===== src/rtl/fp_mul_pipe.sv =====
// Three-stage pipelined IEEE-754 multiplier with valid/ready flow control.
// Stages: classify/unpack, mantissa product, normalise/round/pack into the output registers.
module fp_mul_pipe #(
  parameter int EXP_W = 8,
  parameter int MAN_W = 23,
  parameter int TAG_W = 4
) (
  input  logic                 clk,
  input  logic                 rst_n,
  input  logic                 in_valid,
  output logic                 in_ready,
  input  logic [EXP_W+MAN_W:0] in_a,
  input  logic [EXP_W+MAN_W:0] in_b,
  input  logic [TAG_W-1:0]     in_tag,
  output logic                 out_valid,
  input  logic                 out_ready,
  output logic [EXP_W+MAN_W:0] out_result,
  output logic [TAG_W-1:0]     out_tag,
  output logic [3:0]           out_flags
);

  localparam int W  = 1 + EXP_W + MAN_W;
  localparam int EW = EXP_W + 2;
  localparam int PW = 2 * MAN_W + 2;

  localparam logic [EW-1:0]    BIAS_V   = EW'((2 ** (EXP_W - 1)) - 1);
  localparam logic [EW-1:0]    EMAX_V   = EW'((2 ** EXP_W) - 1);
  localparam logic [EXP_W-1:0] EXP_ONES = {EXP_W{1'b1}};
  localparam logic [EXP_W-1:0] EXP_ZERO = {EXP_W{1'b0}};
  localparam logic [MAN_W-1:0] MAN_ZERO = {MAN_W{1'b0}};
  localparam logic [W-1:0]     QNAN     = {1'b0, EXP_ONES, 1'b1, {(MAN_W-1){1'b0}}};

  // Class vector layout: {nan, snan, inf, zero}; subnormals count as zero.
  function automatic logic [3:0] classify(input logic [W-1:0] x);
    logic [EXP_W-1:0] e;
    logic [MAN_W-1:0] f;
    logic             nan;
    e   = x[W-2 -: EXP_W];
    f   = x[MAN_W-1:0];
    nan = (e == EXP_ONES) && (f != MAN_ZERO);
    return {nan, nan & ~f[MAN_W-1], (e == EXP_ONES) && (f == MAN_ZERO), e == EXP_ZERO};
  endfunction

  logic              adv_s;

  logic [3:0]        cls_a_s, cls_b_s;
  logic              v1_d, sign1_d;
  logic [3:0]        cls1_d;
  logic [EW-1:0]     esum1_d;
  logic [MAN_W:0]    ma1_d, mb1_d;

  logic              v1_q, sign1_q;
  logic [TAG_W-1:0]  tag1_q;
  logic [3:0]        cls1_q;
  logic [EW-1:0]     esum1_q;
  logic [MAN_W:0]    ma1_q, mb1_q;

  logic [PW-1:0]     prod2_d;
  logic              v2_q, sign2_q;
  logic [TAG_W-1:0]  tag2_q;
  logic [3:0]        cls2_q;
  logic [EW-1:0]     esum2_q;
  logic [PW-1:0]     prod2_q;

  logic [PW-1:0]     norm_s;
  logic [MAN_W:0]    mant_s;
  logic [MAN_W+1:0]  mant_r_s;
  logic [MAN_W-1:0]  frac_s;
  logic              guard_s, sticky_s, round_up_s;
  logic [EW-1:0]     eexp_s;
  logic              ovf_s, unf_s;

  logic [W-1:0]      res_d;
  logic [3:0]        flags_d;
  logic              out_valid_q;
  logic [W-1:0]      out_result_q;
  logic [TAG_W-1:0]  out_tag_q;
  logic [3:0]        out_flags_q;

  assign adv_s    = ~out_valid_q | out_ready;
  assign in_ready = adv_s;

  assign cls_a_s  = classify(in_a);
  assign cls_b_s  = classify(in_b);

  // Stage-1 next state: sign, combined operand class, biased exponent sum, hidden-1 mantissas.
  always_comb begin
    v1_d    = in_valid;
    sign1_d = in_a[W-1] ^ in_b[W-1];
    cls1_d  = {cls_a_s[3] | cls_b_s[3], cls_a_s[2] | cls_b_s[2],
               cls_a_s[1] | cls_b_s[1], cls_a_s[0] | cls_b_s[0]};
    esum1_d = {2'b00, in_a[W-2 -: EXP_W]} + {2'b00, in_b[W-2 -: EXP_W]} - BIAS_V;
    ma1_d   = {1'b1, in_a[MAN_W-1:0]};
    mb1_d   = {1'b1, in_b[MAN_W-1:0]};
  end

  // Stage-1 register.
  always_ff @(posedge clk or negedge rst_n) begin
    if (!rst_n) begin
      v1_q    <= 1'b0;
      sign1_q <= 1'b0;
      tag1_q  <= {TAG_W{1'b0}};
      cls1_q  <= 4'b0000;
      esum1_q <= {EW{1'b0}};
      ma1_q   <= {(MAN_W+1){1'b0}};
      mb1_q   <= {(MAN_W+1){1'b0}};
    end else if (adv_s) begin
      v1_q    <= v1_d;
      sign1_q <= sign1_d;
      tag1_q  <= in_tag;
      cls1_q  <= cls1_d;
      esum1_q <= esum1_d;
      ma1_q   <= ma1_d;
      mb1_q   <= mb1_d;
    end
  end

  assign prod2_d = PW'(ma1_q) * PW'(mb1_q);

  // Stage-2 register: full-width mantissa product plus carried operand state.
  always_ff @(posedge clk or negedge rst_n) begin
    if (!rst_n) begin
      v2_q    <= 1'b0;
      sign2_q <= 1'b0;
      tag2_q  <= {TAG_W{1'b0}};
      cls2_q  <= 4'b0000;
      esum2_q <= {EW{1'b0}};
      prod2_q <= {PW{1'b0}};
    end else if (adv_s) begin
      v2_q    <= v1_q;
      sign2_q <= sign1_q;
      tag2_q  <= tag1_q;
      cls2_q  <= cls1_q;
      esum2_q <= esum1_q;
      prod2_q <= prod2_d;
    end
  end

  // Normalise so the leading one sits at the top bit, then round to nearest even.
  always_comb begin
    norm_s     = prod2_q[PW-1] ? prod2_q : (prod2_q << 1'b1);
    mant_s     = norm_s[PW-1 -: MAN_W+1];
    guard_s    = norm_s[MAN_W];
    sticky_s   = |norm_s[MAN_W-1:0];
    round_up_s = guard_s & (sticky_s | mant_s[0]);
    mant_r_s   = {1'b0, mant_s} + {{(MAN_W+1){1'b0}}, round_up_s};
    frac_s     = mant_r_s[MAN_W+1] ? mant_r_s[MAN_W:1] : mant_r_s[MAN_W-1:0];
    eexp_s     = esum2_q + {{(EW-1){1'b0}}, prod2_q[PW-1]} + {{(EW-1){1'b0}}, mant_r_s[MAN_W+1]};
    ovf_s      = ~eexp_s[EW-1] && (eexp_s >= EMAX_V);
    unf_s      = eexp_s[EW-1] || (eexp_s == {EW{1'b0}});
  end

  // Special-case priority resolution and result packing.
  always_comb begin
    res_d   = {W{1'b0}};
    flags_d = 4'b0000;
    if (cls2_q[3]) begin
      res_d   = QNAN;
      flags_d = {cls2_q[2], 3'b000};
    end else if (cls2_q[1] && cls2_q[0]) begin
      res_d   = QNAN;
      flags_d = 4'b1000;
    end else if (cls2_q[1]) begin
      res_d   = {sign2_q, EXP_ONES, MAN_ZERO};
      flags_d = 4'b0000;
    end else if (cls2_q[0]) begin
      res_d   = {sign2_q, EXP_ZERO, MAN_ZERO};
      flags_d = 4'b0000;
    end else if (ovf_s) begin
      res_d   = {sign2_q, EXP_ONES, MAN_ZERO};
      flags_d = 4'b0101;
    end else if (unf_s) begin
      res_d   = {sign2_q, EXP_ZERO, MAN_ZERO};
      flags_d = 4'b0011;
    end else begin
      res_d   = {sign2_q, eexp_s[EXP_W-1:0], frac_s};
      flags_d = {3'b000, guard_s | sticky_s};
    end
  end

  // Output register: data only changes when a new valid result moves in.
  always_ff @(posedge clk or negedge rst_n) begin
    if (!rst_n) begin
      out_valid_q  <= 1'b0;
      out_result_q <= {W{1'b0}};
      out_tag_q    <= {TAG_W{1'b0}};
      out_flags_q  <= 4'b0000;
    end else if (adv_s) begin
      out_valid_q <= v2_q;
      if (v2_q) begin
        out_result_q <= res_d;
        out_tag_q    <= tag2_q;
        out_flags_q  <= flags_d;
      end
    end
  end

  assign out_valid  = out_valid_q;
  assign out_result = out_result_q;
  assign out_tag    = out_tag_q;
  assign out_flags  = out_flags_q;

endmodule


===== config.mk =====
export PLATFORM = sky130hd
export DESIGN_NAME = fp_mul_pipe
export DESIGN_NICKNAME = d
export VERILOG_FILES = /design/src/rtl/fp_mul_pipe.sv
export SDC_FILE = /design/constraint.sdc
export NUM_CORES = 2
export LEC_CHECK = 0
export ABC_AREA = 1
export CAP_MARGIN = 30
export CORE_AREA = 2 2 320 322
export DETAILED_ROUTE_END_ITERATION = 12
export DIE_AREA = 0 0 322 324
export HOLD_SLACK_MARGIN = 0.1
export PLACE_DENSITY = 0.45
export SYNTH_ARGS = -nofsm -noshare
export SYNTH_HDL_FRONTEND = slang
export SYNTH_SLANG_ARGS = --single-unit

===== constraint.sdc =====
create_clock -name clk -period 18.2 [get_ports clk]
set_input_delay 3.64 -clock clk [delete_from_list [all_inputs] [get_ports clk]]
set_output_delay 3.64 -clock clk [all_outputs]
set_load 0.01 [all_outputs]

==> metrics.md <==
| Metric | Value |
|---|---|
| Outcome | `finished clean` |
| Hold Path Class | `reg -> reg` |
| Largest net degree at the start of global routing | `94` |
| Max Clk Rate | `105 MHz` |
| Final slew viol count | `0` |
| Fin nets | `4637` |
| Number of global-route vias before repair | `24600` |
| DRT antenna net count | `0` |
| First-pass GRT wire length | `142 mm` |
| Slowest cell on crit path | `inv_4` |
| Top cells by area, synth | `fa_1 (33%), dfrtp_1 (15%), nand2_1 (15%), inv_1 (13%), ha_1 (8.3%)` |
| Clk slew on worst S/H paths | `0.08 ns` |
| Die Y-Extent | `324 um` |
| Sequential Area | `4410 um^2` |
| Row Count | `117` |
| Met2 usage | `0.303` |
| Critical path's top delay family | `buffers and inverters` |
| Crit path required time | `14.56 ns` |
| Drt initial violations | `1357` |
| Hold depth | `2` |
| Postcts setup bufs | `0` |
| Synth Area in Adders | `0.417` |
| Post-synth EDFFs | `0` |
| DR vias | `23300` |
| Clk_lat worst skew | `0.50 ns` |
| Overall Global Routing Usage | `0.174` |
| Area leader, netlist | `fa_1` |
| Primary FF master, synth | `dfrtp_1` |
| Synth Area in XOR/XNOR | `0.00906` |
| Fillers | `11000` |
| Min-delay src | `cls1_q[1]` |
| # diodes | `0` |
| Footprint of the multi-input gates | `20100 um^2` |
| Synth Area in Simple Gates | `0.217` |
| Area grow syn2layout | `10.5%` |
| Hold EP | `cls2_q[1]` |
| Warnings, synthesis | `0` |
| CP Max Fanout | `93` |
| I/O pins | `114` |
| Root buf cell | `clkbuf_16` |
| Leading cell type in the layout, fill and taps excluded | `nand2_1` |
| M1 GR Usage | `0.239` |
| Syn_area_per_cell | `7.46 um^2` |
| Ys async rst share | `1.00` |
| Worst Skew | `0.0162 ns` |
| Syn Nets | `4634` |
| Relative slew slack | `0.343` |
| CP Launch Type | `primary input` |
| Worst reg2reg path startpoint | `ma1_q[9]` |
| Antenna violations before repair | `0` |
| Worst-path cell chain | `clkdlybuf4s50_1 -> nor2_4 -> buf_4 -> inv_4 -> clkdlybuf4s50_1` |
| R2R depth | `23` |
| Post-synthesis cell area | `29000 um^2` |
| Synth top area share | `0.334` |
| Crit-path max cell delay | `0.72 ns` |
| Tmin final | `9.53 ns` |
| Routed WL per cell | `16.5 um` |
| Crit end category | `output pin` |
| Met3 Resource Use GR | `0.0116` |
| Main combinational cell family by area after synthesis | `adder cells` |
| Worst-case clock buffer depth | `2` |
| Critical path class | `in -> out` |
| Reg-to-reg endpoint | `prod2_q[36]` |
| Synth Area in Compound Gates | `0.0490` |
| Critical Path AT | `5.89 ns` |
| Max Cap Viol | `0` |
| Grt ovf | `0` |
| Final period util | `0.524` |
| Fraction of layout cells with a size suffix above 1 | `0.0359` |
| Worst Tran Pin Value | `0.985 ns` |
| Gpl congestion | `0.885` |
| Setup violators final | `0` |
| WP buf/inv | `4` |
| Post-route DRC violation count | `0` |
| Most frequent cells in the layout | `nand2_1 (1154), inv_1 (1003), fa_1 (484), ha_1 (192), dfrtp_1 (174)` |
| Register bit total from synthesis | `176` |
| Setup Total Neg Slack | `0 ns` |
| IO Port Bufs | `113` |
| Post-cts gate resize count | `0` |
| Hold Fails Final Rpt | `0` |
| WL final | `86.2 mm` |
| Chip Width | `322 um` |
| Post-CTS Hold Buffers | `0` |
| RSZ-0062 raised after global routing | `false` |
| Most used cell, CP | `clkdlybuf4s50_1` |
| Layer with the highest usage | `met2` |
| CTS tree | `built` |
| Die ar. | `104000 um^2` |
| Detailed placement HPWL | `67.5 mm` |
| Initial Util | `0.287` |
| Multiplexer share of the synthesized area | `0` |
| H-tree Lvls | `4` |
| Cells after Synth | `3886` |
| Reg-to-reg slack, setup | `11.28 ns` |
| Total core area | `101000 um^2` |
| Num CTS Buffers | `17` |
| Post-synth cell types | `48` |
| Vias per cell | `4.47` |
| Router iterations before antenna repair | `6` |
| CTS Sinks | `176` |
| Post-synthesis sequential area ratio | `0.152` |
[flip-flops by register name, indices dropped and copies added, names as in the netlist]
name	cells
out_tag	4
esum2_q	10
cls1_q	4
tag2_q	4
prod2_q	48
sign1_q	1
esum1_q	10
out_result	32
ma1_q	24
cls2_q	4
tag1_q	4
out_valid	1
v2_q	1
out_flags	4
mb1_q	23
v1_q	1
sign2_q	1
[worst reg2reg max path: stages, from the launching register on]
cell and delay, ns:
dfrtp_2 0.87, nand2_1 0.18, fa_1 0.51, fa_1 0.55, inv_1 0.07, fa_1 0.51, inv_1 0.06, fa_1 0.53
inv_1 0.06, fa_1 0.51, fa_1 0.52, inv_1 0.06, fa_1 0.47, inv_1 0.05, ha_1 0.35, nand2_1 0.11
nor2_1 0.21, nand2_1 0.10, o21ai_0 0.43, nand3_1 0.24, nand2_1 0.11, nand2_1 0.05, nand3_1 0.11, o21ai_0 0.11
[synth_stat cells, types with 6 or more instances]
library cell,n
nor3_1,21
o21bai_1,6
dfrtp_1,176
nor4_1,13
o21ai_0,126
xor2_1,14
o21ai_2,10
nand3_1,113
ha_1,192
a21oi_1,72
nand4_1,36
nand2_1,1154
inv_1,1004
inv_2,9
or2_2,7
o21ai_1,19
xnor2_1,16
nor2_2,8
clkbuf_1,173
fa_1,484
nor2_1,170
[cell families after synthesis]
kind of cell / after synthesis
buffers and inverters: 1197
AND/OR/NAND/NOR: 1547
XOR/XNOR: 30
adder cells (fa/ha/maj): 676
AO/OA/AOI/OAI: 260
flip-flops: 176
[final cells by class]
type	count	area share
Multi-Input combinational cell	2513	0.626
Tap cell	1309	0.0511
Sequential cell	176	0.138
Clock buffer	18	0.0137
Inverter	1015	0.119
Timing Repair Buffer	166	0.0478
Clock inverter	14	0.00453
[worst max-delay path by stage]
| stage | from | to | cells past startpoint |
|---|---|---|---|
| after floorplan | out_ready | in_ready | 4 |
| after global placement | out_ready | in_ready | 5 |
| after detailed placement | out_ready | in_ready | 5 |
| after CTS | out_ready | in_ready | 5 |
| after global routing | out_ready | in_ready | 5 |
| final | out_ready | in_ready | 5 |
[layer usage]
layer  wire (um)  vias to the layer above
li1            -                    11300
met1       40200                    11600
met2       42100                      413
met3        2920                       54
met4        1060                        0
met5           0                        -
[through the flow]
step                       util  hold WS, ns  area, um^2  instances  setup WS [ns]
after floorplan               -        0.432       29000       3886          10.16
after global placement    0.311        0.452       31500       5179           8.63
after detailed placement  0.311        0.462       31500       5179           8.65
after CTS                 0.317        0.479       32000       5211           8.65
after global routing      0.317        0.490       32000       5211           8.54
final                     0.317        0.479       32000       5211           8.67
Power is left out: the tool's default activity adds up to more than one toggle a clock period on the data nets, which glitch-free logic cannot reach.
